**src/rtl/hifi_sd_dac.sv**
```systemverilog
// hifi_sd_dac: second-order sigma-delta audio DAC.
// Converts a 20-bit offset-binary PCM sample into a 1-bit pulse-density
// stream intended for an external RC low-pass filter. One instance per
// channel. Both integrators saturate rather than wrap, so the loop recovers
// cleanly after being driven to either full-scale extreme.

module hifi_sd_dac #(
    parameter int ACCW      = 24,
    parameter bit DITHER_EN = 1'b1,
    parameter int DITHER_SH = 7
) (
    input  logic        clk,
    input  logic        rst_n,
    input  logic        clk_ena,
    input  logic [19:0] pcm_in,
    output logic        dac_out
);

    // Extended width: two guard bits above the integrator width so that
    // integ + integ + feedback can never overflow before it is clamped.
    localparam int EXTW = ACCW + 2;

    localparam logic [15:0] LFSR_SEED = 16'hACE1;
    localparam logic [19:0] PCM_FULL  = 20'h80000;

    // Half of the unsigned input range; the input is re-centred around it
    // and the feedback DAC swings by exactly this amount either way.
    localparam logic signed [EXTW-1:0] HALF_SCALE =
        $signed({{(EXTW-19){1'b0}}, 1'b1, 18'd0});

    // Integrator clamp limits expressed in the extended width.
    localparam logic signed [EXTW-1:0] ACC_MAX =
        $signed({3'b000, {(ACCW-1){1'b1}}});
    localparam logic signed [EXTW-1:0] ACC_MIN =
        $signed({3'b111, {(ACCW-1){1'b0}}});

    // Registered modulator state.
    logic signed [ACCW-1:0] integ1;
    logic signed [ACCW-1:0] integ2;
    logic [15:0]            lfsr;

    // Next-state and datapath intermediates.
    logic [19:0]            pcm_sat;
    logic signed [EXTW-1:0] sample_val;
    logic signed [EXTW-1:0] fb_val;
    logic signed [EXTW-1:0] integ1_ext;
    logic signed [EXTW-1:0] integ2_ext;
    logic signed [EXTW-1:0] sum1;
    logic signed [EXTW-1:0] sum2;
    logic signed [EXTW-1:0] integ1_n;
    logic signed [EXTW-1:0] integ2_n;
    logic signed [EXTW-1:0] dither_val;
    logic signed [EXTW-1:0] quant_in;
    logic                   dac_out_n;
    logic                   lfsr_fb;
    logic [15:0]            lfsr_n;

    // Clamp an extended-width sum into the signed integrator range.
    function automatic logic signed [EXTW-1:0] sat_acc(
        input logic signed [EXTW-1:0] value
    );
        logic signed [EXTW-1:0] result;
        if (value > ACC_MAX) begin
            result = ACC_MAX;
        end else if (value < ACC_MIN) begin
            result = ACC_MIN;
        end else begin
            result = value;
        end
        return result;
    endfunction

    // Input conditioning: saturate out-of-range codes to full scale and
    // remove the midscale offset so the loop works on a signed sample.
    always_comb begin
        pcm_sat    = (pcm_in > PCM_FULL) ? PCM_FULL : pcm_in;
        sample_val = $signed({{(EXTW-20){1'b0}}, pcm_sat}) - HALF_SCALE;
    end

    // One-bit feedback DAC driven by the current registered output.
    always_comb begin
        fb_val = dac_out ? HALF_SCALE : -HALF_SCALE;
    end

    // Two cascaded saturating integrators; the second sees the already
    // clamped first-stage result, which gives the same-edge latency path.
    always_comb begin
        integ1_ext = {{2{integ1[ACCW-1]}}, integ1};
        integ2_ext = {{2{integ2[ACCW-1]}}, integ2};
        sum1       = integ1_ext + sample_val - fb_val;
        integ1_n   = sat_acc(sum1);
        sum2       = integ2_ext + integ1_n - fb_val;
        integ2_n   = sat_acc(sum2);
    end

    // Small signed dither from the low LFSR bits breaks up idle tones;
    // the quantizer is a simple sign test on integrator two plus dither.
    always_comb begin
        if (DITHER_EN) begin
            dither_val = {{(EXTW-DITHER_SH-1){lfsr[DITHER_SH]}}, lfsr[DITHER_SH:0]};
        end else begin
            dither_val = '0;
        end
        quant_in  = integ2_n + dither_val;
        dac_out_n = (quant_in >= 0);
    end

    // Fibonacci LFSR, taps 16/14/13/11, shifting left with the new bit in
    // at the LSB; maximal length so the dither never locks up.
    always_comb begin
        lfsr_fb = lfsr[15] ^ lfsr[13] ^ lfsr[12] ^ lfsr[10];
        lfsr_n  = {lfsr[14:0], lfsr_fb};
    end

    // State register: everything advances together on enabled edges and
    // holds otherwise, so the output only ever changes on an enabled step.
    always_ff @(posedge clk or negedge rst_n) begin
        if (!rst_n) begin
            integ1  <= '0;
            integ2  <= '0;
            lfsr    <= LFSR_SEED;
            dac_out <= 1'b0;
        end else if (clk_ena) begin
            integ1  <= integ1_n[ACCW-1:0];
            integ2  <= integ2_n[ACCW-1:0];
            lfsr    <= lfsr_n;
            dac_out <= dac_out_n;
        end
    end

endmodule

```
**config.mk**
```make
export PLATFORM = sky130hd
export DESIGN_NAME = hifi_sd_dac
export DESIGN_NICKNAME = d
export VERILOG_FILES = /design/src/rtl/hifi_sd_dac.sv
export SDC_FILE = /design/constraint.sdc
export NUM_CORES = 1
export LEC_CHECK = 0
export BUFFER_PORTS_ARGS = -buffer_cell sky130_fd_sc_hd__buf_4
export CAP_MARGIN = 20
export CORE_AREA = 2 2 124 126
export DETAILED_ROUTE_END_ITERATION = 7
export DIE_AREA = 0 0 126 128
export GPL_TIMING_DRIVEN = 0
export HOLD_SLACK_MARGIN = 0.03
export PLACE_DENSITY = 0.66
export SETUP_SLACK_MARGIN = 0.5
export SYNTH_ARGS = -nofsm -noshare
export SYNTH_HDL_FRONTEND = slang
export SYNTH_SLANG_ARGS = --single-unit
```
**constraint.sdc**
```tcl
create_clock -name clk -period 12.75 [get_ports clk]
set_input_delay 2.55 -clock clk [delete_from_list [all_inputs] [get_ports clk]]
set_output_delay 2.55 -clock clk [all_outputs]
set_load 0.01 [all_outputs]
```
# Word level (Yosys, flattened, before mapping)
# Index checks and enable logic that the tools add are counted.
[totals]
regBits = 65
inputBits = 23
elab_cells = 25
[op_classes]
n_addsub = 6
magnitude_cmp = 6
n_mux = 6
bitwise_logic = 3
[op_table]
columns = ["op", "n"]
rows = [
  ["26-bit two-way mux", 5],
  ["26-bit by 24-bit greater-than comparator with 1-bit output (second input constant)", 2],
  ["26-bit by 24-bit less-than comparator with 1-bit output (second input constant)", 2],
  ["24-bit by 26-bit adder with 26-bit output", 1],
  ["26-bit by 8-bit adder with 26-bit output", 1],
  ["26-bit by 1-bit greater-or-equal comparator with 1-bit output (second input constant)", 1],
  ["25-bit by 26-bit subtractor with 26-bit output", 1],
  ["26-bit subtractor", 1],
  ["24-bit by 21-bit adder with 25-bit output", 1],
  ["20-bit by 19-bit subtractor with 21-bit output (second input constant)", 1],
  ["20-bit greater-than comparator (second input constant)", 1],
  ["20-bit two-way mux", 1],
  ["1-bit bitwise XOR", 3],
]

# Logic depth before layout (Yosys ltp)
[depth]
ltp_word = 15
ltp_mapped = 50
mapped_depth_nobuf = 48

# Worst setup path before layout
# Ideal clock, no wire load.
[synth_timing]
kind = "input to register"
from = "input port pcm_in[13]"
to = "register dac_out"
setup_ns = 0.141
arrival_ns = 12.136
required_ns = 12.609
path_slack_ns = 0.474
stages = 48
n_path_buf = 1
path_cell_list = "nor4_1 -> nand4_1 -> o41ai_1 -> nand2_1 -> ha_1 -> inv_1 -> ha_1 -> nor2b_1 -> o311ai_1 -> a31o_1 -> o221a_2 -> o21ba_2 -> mux2_2 -> a211o_1 -> nand4_1 -> ha_1 -> clkinv_1 -> clkbuf_1 -> (+12 left out) -> xor2_1 -> nand3_1 -> ha_1 -> or2_2 -> nand2_1 -> ha_1 -> a21o_1 -> a21o_1 -> a21o_1 -> a21o_1 -> a21o_1 -> a21oi_1 -> o211ai_1 -> a41o_1 -> a21oi_1 -> xnor2_1 -> a2bb2oi_1 -> o311ai_1"
[synth_via]
elab_chain_cells = 15
word_cells_on_any_way = 17
[synth_rtl]
columns = ["element", "line", "text"]
rows = [
  ["from (decl)", "15", "input logic [19:0] pcm_in,"],
  ["20-bit greater-than comparator", "76", "pcm_sat = (pcm_in > PCM_FULL) ? PCM_FULL : pcm_in;"],
  ["20-bit two-way mux (*)", "76", ""],
  ["20-bit by 19-bit subtractor with 21-bit output (*)", "77", "sample_val = $signed({{(EXTW-20){1'b0}}, pcm_sat}) - HALF_SCALE;"],
  ["24-bit by 21-bit adder with 25-bit output (*)", "90", "sum1 = integ1_ext + sample_val - fb_val;"],
  ["25-bit by 26-bit subtractor with 26-bit output (*)", "90", ""],
  ["26-bit by 24-bit less-than comparator with 1-bit output", "65", "end else if (value < ACC_MIN) begin"],
  ["26-bit two-way mux", "65", ""],
  ["26-bit two-way mux (*)", "63", "if (value > ACC_MAX) begin"],
  ["24-bit by 26-bit adder with 26-bit output (*)", "92", "sum2 = integ2_ext + integ1_n - fb_val;"],
  ["26-bit subtractor (*)", "92", ""],
  ["26-bit by 24-bit less-than comparator with 1-bit output", "65", ""],
  ["26-bit two-way mux", "65", ""],
  ["26-bit two-way mux (*)", "63", ""],
  ["via integ2_n[1]", "51", "logic signed [EXTW-1:0] integ2_n;"],
  ["26-bit by 8-bit adder with 26-bit output (*)", "104", "quant_in = integ2_n + dither_val;"],
  ["26-bit by 1-bit greater-or-equal comparator with 1-bit output (*)", "105", "dac_out_n = (quant_in >= 0);"],
  ["to (signal assigned)", "127", "dac_out <= dac_out_n;"],
  ["to (decl)", "16", "output logic dac_out"],
]
# The timed path passes the listed nets; every way through them passes the cells marked *.
# A chain may end at the register's enable or synchronous reset.

# Final worst setup path
[layout_timing]
from = "input port pcm_in[0]"
to = "register dac_out"
# The elaborated chain is that of the path after synthesis.

==> qor.yml <==
status: "finished clean"
rrSetupSlack_ps: 3130
crit_type: "primary input to flop"
wire_per_inst_microns: 16.1
holdWs_ps: 502
worstSkewPairLatency_ps: 350
clock_skew_ps: 11.2
report.final.slew_viol_count: 0
grtUsageTotal_pct: 23.3
finalSetupViolCount: 0
place_ws_ps: -1550
final_common_cell: "inv_1"
synth_area_per_cell_sq_um: 8.20
grt.overflow.total: 0
place_congestion: 0.910
die_x_microns: 126
layout-drive-gt1-share_pct: 16.1
ant_nets: 0
area_growth_pct: 14.7
yosysWarnings: 0
place_hpwl_microns: 14000
hold_violations: 0
root_buffer: "clkbuf_16"
cp_common_cell: "ha_1"
synth_cells: 888
period_needed_ps: 11740
vias: 6256
finalNetCount: 1080
cts_tree: "built"
clockBufferDepth: 2
htreeDepth: 3
cap_violations: 0
async_flop_share_pct: 100
grt_max_degree: 66
synthFlopType: "dfrtp_1"
max_slew_margin_pct: 39.2
finalWorstSetupSlack_ps: 1010
grt_first_pass_wirelength_microns: 30100
place_area_sq_mm: 0.00769
cts.sinks: 65
ys_seq_elements: 65
fill_cells: 1402
coreArea_sq_mm: 0.0149
die_h_microns: 128
required_ps: 12950
synth.top_cell.area_share_pct: 19.6
multiInputGateArea_sq_mm: 0.00531
grt_pass1_vias: 6141
die-area_sq_mm: 0.0161
synth_area_leaders: "dfrtp_1 (20%), ha_1 (19%), inv_1 (6.4%), a21oi_1 (6.1%), nor2_1 (3.8%)"
numPortBuffers: 22
start_util_pct: 49.0
routed_wirelength_microns: 18200
arrival_ps: 11950
rsz0062_at_grt: "no"
antenna_found_initial: 0
ios: 24
fmax_mhz: 85.1
path_max_fanout: 10
finalInstanceArea_sq_mm: 0.00835
slowest_stage: "nor3_1"
final_cell_mix: "inv_1 (125), ha_1 (108), a21oi_1 (75)"
ys_seq_area_share_pct: 22.5
syn_area_sq_mm: 0.00728
critPathLaunchType: "primary input"
first_pass_iters: 5
insertedDiodeCount: 0
cts_made_buffers: 9
via_per_inst: 5.56
drc: 0
synth_edf_count: 0
clk_pin_slew_ps: 60
synth_nets: 1035
max_slew.worst_pin.slew_ps: 912
fin_crit_sh_pct: 92.1
setup_tns_ps: 0
drt_iter0_drc: 362
min_path_type: "flop to flop"
synth_largest_area_cell: "dfrtp_1"
fp-row-count: 45
max_stage_delay_ps: 680
regArea_sq_mm: 0.00164
end_kind: "flop"
yosysUniqueCellTypes: 73
==> area by class of cell <==
cell class	count	area share, %
Timing Repair Buffer	34	3.06
Clock inverter	6	0.584
Clock buffer	10	2.86
Sequential cell	65	19.6
Multi-Input combinational cell	671	63.6
Tap cell	188	2.82
Inverter	127	5.83
Buffer	25	1.68
==> per-layer routing <==
layer  vias up  GRT usage, %  routed length [microns]
met5         -             0                        0
met4         0          7.56                      370
met3        30          3.63                      632
met2       119          38.8                     8390
met1      2933          31.2                     8770
li1       3174             -                        -
==> path summary, 6_finish.rpt <==
path | cells after the start | start | endpoint
setup / recovery | 49 | pcm_in[0] | dac_out
setup reg to reg | 41 | dac_out | dac_out
min in group asynchronous | 1 | rst_n | integ2[18]
hold reg to reg | 1 | lfsr[14] | lfsr[14]
hold / removal | 1 | lfsr[14] | lfsr[14]
max in group asynchronous | 1 | rst_n | integ1[13]
==> stage by stage <==
stage                     util [%]  cells
after floorplan                  -    888
after global placement        51.7   1098
after detailed placement      51.7   1098
after CTS                     54.8   1120
after global routing          56.2   1126
final                         56.2   1126
==> logic make-up after synthesis <==
| logic type | after synthesis | share of synthesized area [%] |
|---|---|---|
| AO/OA/AOI/OAI | 236 | 21.4 |
| XOR/XNOR | 46 | 5.89 |
| adder cells (fa/ha/maj) | 124 | 22.4 |
| buffers and inverters | 152 | 8.16 |
| flip-flops | 65 | 22.5 |
| multiplexers | 24 | 3.68 |
| AND/OR/NAND/NOR | 241 | 16.0 |
==> critical path, delay by kind of cell <==
family,cells,cell delay [ps]
compound gates,20,3770
xor+xnor,2,350
fa+ha+maj,6,1590
buf+inv,8,920
mux,1,300
simple gates,12,2460
==> repair_timing <==
action | 4_1_cts | 5_1_grt
pin swaps | 3 | 11
buffers inserted | 6 | 6
hold buffers | 0 | 0
gates resized for setup | 29 | 42
endpoints found under the setup margin | 1 | 1
==> cell usage after synthesis, types with 12 or more instances <==
| cell | number |
|---|---|
| inv_1 | 125 |
| ha_1 | 113 |
| a21oi_1 | 89 |
| nor2_1 | 74 |
| nand2_1 | 65 |
| dfrtp_1 | 57 |
| a21o_1 | 32 |
| nand2b_1 | 28 |
| o21ai_0 | 27 |
| xnor2_1 | 26 |
| a31oi_1 | 22 |
| mux2_2 | 22 |
| clkbuf_1 | 20 |
| xor2_1 | 18 |
| nand3_1 | 12 |
| nor2b_1 | 12 |
==> state kept, by name, indices dropped and copies added, names as in the netlist <==
signal   cells
dac_out      1
integ1      24
integ2      24
lfsr        16
Power is left out: the tool's default activity adds up to more than one toggle a clock period on the data nets, which glitch-free logic cannot reach.
